<file path="config.mk">
export PLATFORM = sky130hd
export DESIGN_NAME = frame_decoder
export DESIGN_NICKNAME = d
export VERILOG_FILES = /design/src/rtl/frame_decoder.sv
export SDC_FILE = /design/constraint.sdc
export NUM_CORES = 1
export LEC_CHECK = 0
export ABC_AREA = 1
export ABC_CLOCK_PERIOD_IN_PS = 7100
export CAP_MARGIN = 20
export CORE_ASPECT_RATIO = 2
export CORE_MARGIN = 2
export CORE_UTILIZATION = 63
export CTS_CLUSTER_DIAMETER = 150
export DETAILED_ROUTE_END_ITERATION = 12
export PLACE_DENSITY_LB_ADDON = 0.2
export SLEW_MARGIN = 20
export SYNTH_ARGS = -nofsm -noshare
export SYNTH_HDL_FRONTEND = slang
export SYNTH_SLANG_ARGS = --single-unit
</file>
<file path="constraint.sdc">
create_clock -name clk -period 7.1 [get_ports clk]
set_input_delay 0.71 -clock clk [delete_from_list [all_inputs] [get_ports clk]]
set_output_delay 0.71 -clock clk [all_outputs]
set_load 0.02 [all_outputs]
</file>
<file path="src/rtl/frame_decoder.sv">
// UART byte stream to framed token decoder: START/DATA/END/ABORT tokens with escape
// handling, frame-length policing, an output FIFO and saturating error counting.
//
// state | meaning
// IDLE  | waiting for START, other bytes are errors
// FRAME | inside a frame, collecting payload
// ESC   | previous byte was ESC, next byte is literal payload
module frame_decoder #(
  parameter int                DATA_W     = 8,
  parameter logic [DATA_W-1:0] START_CHAR = 8'h01,
  parameter logic [DATA_W-1:0] END_CHAR   = 8'h17,
  parameter logic [DATA_W-1:0] ESC_CHAR   = 8'h1B,
  parameter int                MAX_LEN    = 16,
  parameter int                FIFO_DEPTH = 4,
  parameter bit                EDGE_IN    = 1'b1
) (
  input  logic              clk,
  input  logic              reset_n,
  input  logic              in_drdy,
  input  logic [DATA_W-1:0] in_data,
  output logic              out_valid,
  input  logic              out_ready,
  output logic [1:0]        out_kind,
  output logic [DATA_W-1:0] out_data,
  output logic              in_frame,
  output logic [7:0]        frame_len,
  output logic              err_pulse,
  output logic [7:0]        err_count
);

  localparam int AW = $clog2(FIFO_DEPTH);
  localparam int TW = DATA_W + 2;
  localparam logic [1:0] K_DATA  = 2'b00;
  localparam logic [1:0] K_START = 2'b01;
  localparam logic [1:0] K_END   = 2'b10;
  localparam logic [1:0] K_ABORT = 2'b11;

  typedef enum logic [1:0] {IDLE, FRAME, ESC} state_t;

  state_t          state, state_n;
  logic [7:0]      len_n;
  logic            drdy_q;
  logic            byte_ev;
  logic            take_data;
  logic [1:0]      n_req;
  logic [1:0]      n_wr;
  logic [TW-1:0]   tok0, tok1;
  logic            fsm_err, fifo_err, err_ev;
  logic            pop;
  logic [AW:0]     cnt;
  logic [AW:0]     free;
  logic [AW-1:0]   wr_ptr, rd_ptr;
  logic [TW-1:0]   mem [FIFO_DEPTH];

  assign byte_ev = EDGE_IN ? (in_drdy & ~drdy_q) : in_drdy;

  always_comb begin
    state_n   = state;
    len_n     = frame_len;
    n_req     = 2'd0;
    tok0      = '0;
    tok1      = '0;
    fsm_err   = 1'b0;
    take_data = 1'b0;
    if (byte_ev) begin
      case (state)
        IDLE: begin
          if (in_data == START_CHAR) begin
            n_req   = 2'd1;
            tok0    = {K_START, {DATA_W{1'b0}}};
            len_n   = 8'd0;
            state_n = FRAME;
          end else begin
            fsm_err = 1'b1;
          end
        end
        FRAME: begin
          if (in_data == START_CHAR) begin
            n_req   = 2'd2;
            tok0    = {K_ABORT, {DATA_W{1'b0}}};
            tok1    = {K_START, {DATA_W{1'b0}}};
            len_n   = 8'd0;
            fsm_err = 1'b1;
          end else if (in_data == END_CHAR) begin
            n_req   = 2'd1;
            tok0    = {K_END, {DATA_W{1'b0}}};
            state_n = IDLE;
          end else if (in_data == ESC_CHAR) begin
            state_n = ESC;
          end else begin
            take_data = 1'b1;
          end
        end
        ESC:     take_data = 1'b1;
        default: state_n = IDLE;
      endcase
      if (take_data) begin
        n_req = 2'd1;
        if (frame_len < 8'(MAX_LEN)) begin
          tok0    = {K_DATA, in_data};
          len_n   = frame_len + 8'd1;
          state_n = FRAME;
        end else begin
          tok0    = {K_ABORT, {DATA_W{1'b0}}};
          fsm_err = 1'b1;
          state_n = IDLE;
        end
      end
    end
  end

  // A pop in the same cycle frees the head slot for this cycle's push.
  assign pop  = out_valid & out_ready;
  assign free = (AW+1)'(FIFO_DEPTH) - cnt + (AW+1)'(pop);

  always_comb begin
    n_wr     = 2'd0;
    fifo_err = 1'b0;
    if (n_req == 2'd1) begin
      if (free != '0) n_wr = 2'd1;
      else            fifo_err = 1'b1;
    end else if (n_req == 2'd2) begin
      if (free >= (AW+1)'(2)) begin
        n_wr = 2'd2;
      end else begin
        n_wr     = (free != '0) ? 2'd1 : 2'd0;
        fifo_err = 1'b1;
      end
    end
  end

  assign err_ev = fsm_err | fifo_err;

  always_ff @(posedge clk or negedge reset_n) begin
    if (!reset_n) begin
      state     <= IDLE;
      frame_len <= 8'd0;
      drdy_q    <= 1'b1;
      wr_ptr    <= '0;
      rd_ptr    <= '0;
      cnt       <= '0;
      err_pulse <= 1'b0;
      err_count <= 8'd0;
      for (int i = 0; i < FIFO_DEPTH; i++) mem[i] <= '0;
    end else begin
      state     <= state_n;
      frame_len <= len_n;
      drdy_q    <= in_drdy;
      if (n_wr != 2'd0) mem[wr_ptr] <= tok0;
      if (n_wr == 2'd2) mem[wr_ptr + AW'(1)] <= tok1;
      wr_ptr    <= wr_ptr + AW'(n_wr);
      if (pop) rd_ptr <= rd_ptr + AW'(1);
      cnt       <= cnt + (AW+1)'(n_wr) - (AW+1)'(pop);
      err_pulse <= err_ev;
      if (err_ev && err_count != 8'hFF) err_count <= err_count + 8'd1;
    end
  end

  assign out_valid            = (cnt != '0);
  assign {out_kind, out_data} = mem[rd_ptr];
  assign in_frame             = (state != IDLE);

endmodule

</file>
==> results.json <==
{
  "drtAntennaViolNets": 0,
  "yosysWarnings": 0,
  "skew_ns": 0.008287,
  "cts.clk_slew.worst_paths_ns": 0.06,
  "initial_core_util": 0.6442,
  "place_ws_ns": 3.292,
  "grt_pass1_vias": 3580,
  "clk_latency_ns": 0.35,
  "worstMarginPinSlew_ns": 0.8885,
  "tns_ns": 0,
  "fp-row-count": 43,
  "whs_ns": 0.5107,
  "cp_common_cell": "nand2_2",
  "cp.arrival_ns": 3.73,
  "drtIter0Drc": 308,
  "cts_tree": "built",
  "cts_num_sinks": 67,
  "synthToLayoutAreaGrowth_pct": 14.35,
  "cp-start-kind": "input port",
  "drc": 0,
  "synth_nets": 584,
  "grt_max_degree": 68,
  "hold_path.class": "reg -> reg",
  "cp_max_fo": 53,
  "die_x_um": 63.11,
  "multi_input_area_sq_um": 2316,
  "finalCritPeriodShare": 0.4931,
  "status": "complete, no violations",
  "clockRootBuffer": "clkbuf_16",
  "num_vias": 3862,
  "nFillCells": 558,
  "ys_top_cells_by_area": "dfrtp_1 38%, nand2_1 7.6%, nor2_1 7.2%",
  "htreeDepth": 3,
  "synthesis.area_sq_um": 4402,
  "dpl_cell_area_sq_um": 4720,
  "die_height_um": 122.2,
  "drv_cap": 0,
  "grt_overflow_total": 0,
  "synth_cells": 559,
  "crit_type": "in -> reg",
  "final-setup-viol-count": 0,
  "wire_per_inst_um": 15.34,
  "total_leakage_power_nw": 2.261,
  "io_buffer_count": 40,
  "gr-usage-all-layers": 0.2884,
  "powerDensity_nw_per_um2": 435.3,
  "seq_area_frac_synth": 0.3812,
  "ys_ff_latch": 67,
  "wl_met2_um": 5174,
  "postLayoutCellArea_sq_um": 5034,
  "critPathSlowestCell": "nand2_4",
  "place_congestion": 0.8819,
  "min_period_ns": 3.501,
  "wl_met1_um": 4460,
  "grt_pass1_wl_um": 17350,
  "vdd_ir_drop_max_uv": 233.2,
  "post_cts_resized": 0,
  "cp.required_ns": 7.33,
  "synth_largest_area_cell": "dfrtp_1",
  "vias_per_cell": 5.679,
  "io_pins": 41,
  "avgSynthCellArea_sq_um": 7.874,
  "place_hpwl_um": 6600,
  "min-delay-start": "mem[34]",
  "die-area_sq_um": 7712,
  "dr.max_layer_used": "met4",
  "rsz0062_at_grt": "false",
  "crit_path_max_incr_delay_ns": 0.72,
  "async_reset_ff_frac": 1.000,
  "synth.top_cell.area_share": 0.3752,
  "r2r_setup_slack_ns": 3.91,
  "path_cells": "clkdlybuf4s50_1 > nor2_2 > nand2_2 > nor2_4 > nor2_2 > nand2_2 > nand2_2 > nand2_2 > nand2_1 > nand2_1 > nand3_4 > nand2_4 > nand3_1 > nand2_1 > nor2_1",
  "report.final.hold_viol_count": 0,
  "post-cts-setup-buffer-count": 0,
  "first_pass_iters": 5,
  "hold_buffers": 0,
  "reg2regPathDepth": 18,
  "maxSlewHeadroom": 0.4070,
  "drv_slew": 0,
  "max-clock-path-buffers": 2,
  "layout-drive-gt1-share": 0.1203,
  "synth_edf_count": 0,
  "max_freq_mhz": 285.7,
  "nNetsFinal": 610,
  "synth_ff_type": "dfrtp_1",
  "worstSetupStartpoint": "in_data[2]",
  "endpoint": "mem[36]",
  "r2r_start": "cnt[2]",
  "r2r_end": "cnt[2]",
  "antenna_found_initial": 0,
  "diodes": 0,
  "worstSetupEndpointType": "flip-flop",
  "seq_area_sq_um": 1678,
  "dr_wl_met3_um": 627,
  "setup_slack_ns": 3.599,
  "wirelength_um": 10430,
  "core_area_sq_um": 6833,
  "numCtsBuffers": 9,
  "synth_cell_type_count": 41
}
## state kept, by name (all words and copies together), names as in the netlist
signal,count
drdy_q,1
state,2
err_pulse,1
err_count,8
wr_ptr,2
rd_ptr,2
cnt,3
mem,40
frame_len,8
## final cells by class
| class | count | share of cell area |
|---|---|---|
| flip-flops and latches | 67 | 0.3333 |
| multi-input cells | 411 | 0.4601 |
| inverters | 54 | 0.04027 |
| clock inverters | 4 | 0.009446 |
| well taps | 90 | 0.02237 |
| repair buffers | 42 | 0.08153 |
| clock buffers | 12 | 0.05295 |
## worst max-delay path: cells and delay by family
kind	cells	cell delay (ns)
buffers and inverters	1	0.45
AND/OR/NAND/NOR	14	2.54
## where the power goes
group          switching, mW  internal [mW]
Combinational          0.636          0.432
Sequential             0.140          0.513
Clock                  0.170          0.299
Total                  0.946           1.24
## how the worst min path moves through the flow
stage | endpoint | slack, ns | cells after the start
2_1_floorplan | cnt[0] | 0.41 | 0
3_3_place_gp | mem[29] | 0.49 | 2
3_5_place_dp | mem[18] | 0.50 | 2
4_1_cts | mem[34] | 0.51 | 2
5_1_grt | frame_len[5] | 0.54 | 2
6_report | mem[34] | 0.51 | 2
## cells by family after synthesis
group,count (synthesis),synth area share
XOR/XNOR,12,0.02388
AND/OR/NAND/NOR,266,0.2953
buffers and inverters,81,0.09267
AO/OA/AOI/OAI,120,0.1683
flip-flops,67,0.3812
adder cells (fa/ha/maj),13,0.03866
## metal layers
layer,track usage,up-vias
met2,0.4681,130
li1,-,1915
met5,0,-
met1,0.3788,1800
met3,0.05316,17
met4,0.1208,0
## stage by stage
step           std cells  utilization  total power [mW]
6_report             680       0.7367             2.191
3_3_place_gp         664       0.6907             1.677
2_1_floorplan        559            -             1.422
4_1_cts              680       0.7367             2.184
5_1_grt              680       0.7367             2.353
3_5_place_dp         664       0.6907             1.702
## cell usage in the layout (no fill, tap or decap), types with 2 or more instances in the layout
cell | synthesis | routed
clkbuf_8 | 2 | 3
nor2_1 | 84 | 84
buf_4 | 4 | 2
nand3b_1 | 4 | 4
o22ai_1 | 10 | 10
nand2_1 | 89 | 89
dfrtp_1 | 66 | 66
clkbuf_16 | 0 | 9
nand3_2 | 21 | 21
a21oi_2 | 2 | 2
nor2_4 | 2 | 2
a21oi_1 | 40 | 40
nand2_4 | 3 | 3
a2bb2oi_1 | 24 | 24
clkdlybuf4s50_1 | 0 | 39
clkinv_1 | 4 | 4
nand4_1 | 4 | 4
o21ai_1 | 7 | 7
nand3_1 | 40 | 40
clkinv_2 | 0 | 2
nor2_2 | 8 | 8
inv_1 | 47 | 47
ha_1 | 12 | 12
inv_2 | 3 | 3
xor2_1 | 6 | 6
xnor2_1 | 6 | 6
o21ai_0 | 31 | 31
nand2_2 | 8 | 8
## Yosys cell counts, types with 2 or more instances
library cell  number
nand2_4            3
xnor2_1            6
nand3b_1           4
nor2_2             8
buf_2              4
clkbuf_8           2
a21oi_2            2
dfrtp_1           66
nor2_4             2
buf_6              2
xor2_1             6
ha_1              12
nand3_1           40
nand2_2            8
clkbuf_1          11
a21oi_1           40
o22ai_1           10
buf_4              4
nand2_1           89
a2bb2oi_1         24
o21ai_0           31
inv_1             47
buf_12             3
nand4_1            4
o21ai_1            7
nand3_2           21
nor2_1            84
clkinv_1           4
inv_2              3
No activity file was read; power rests on OpenSTA's default activity.
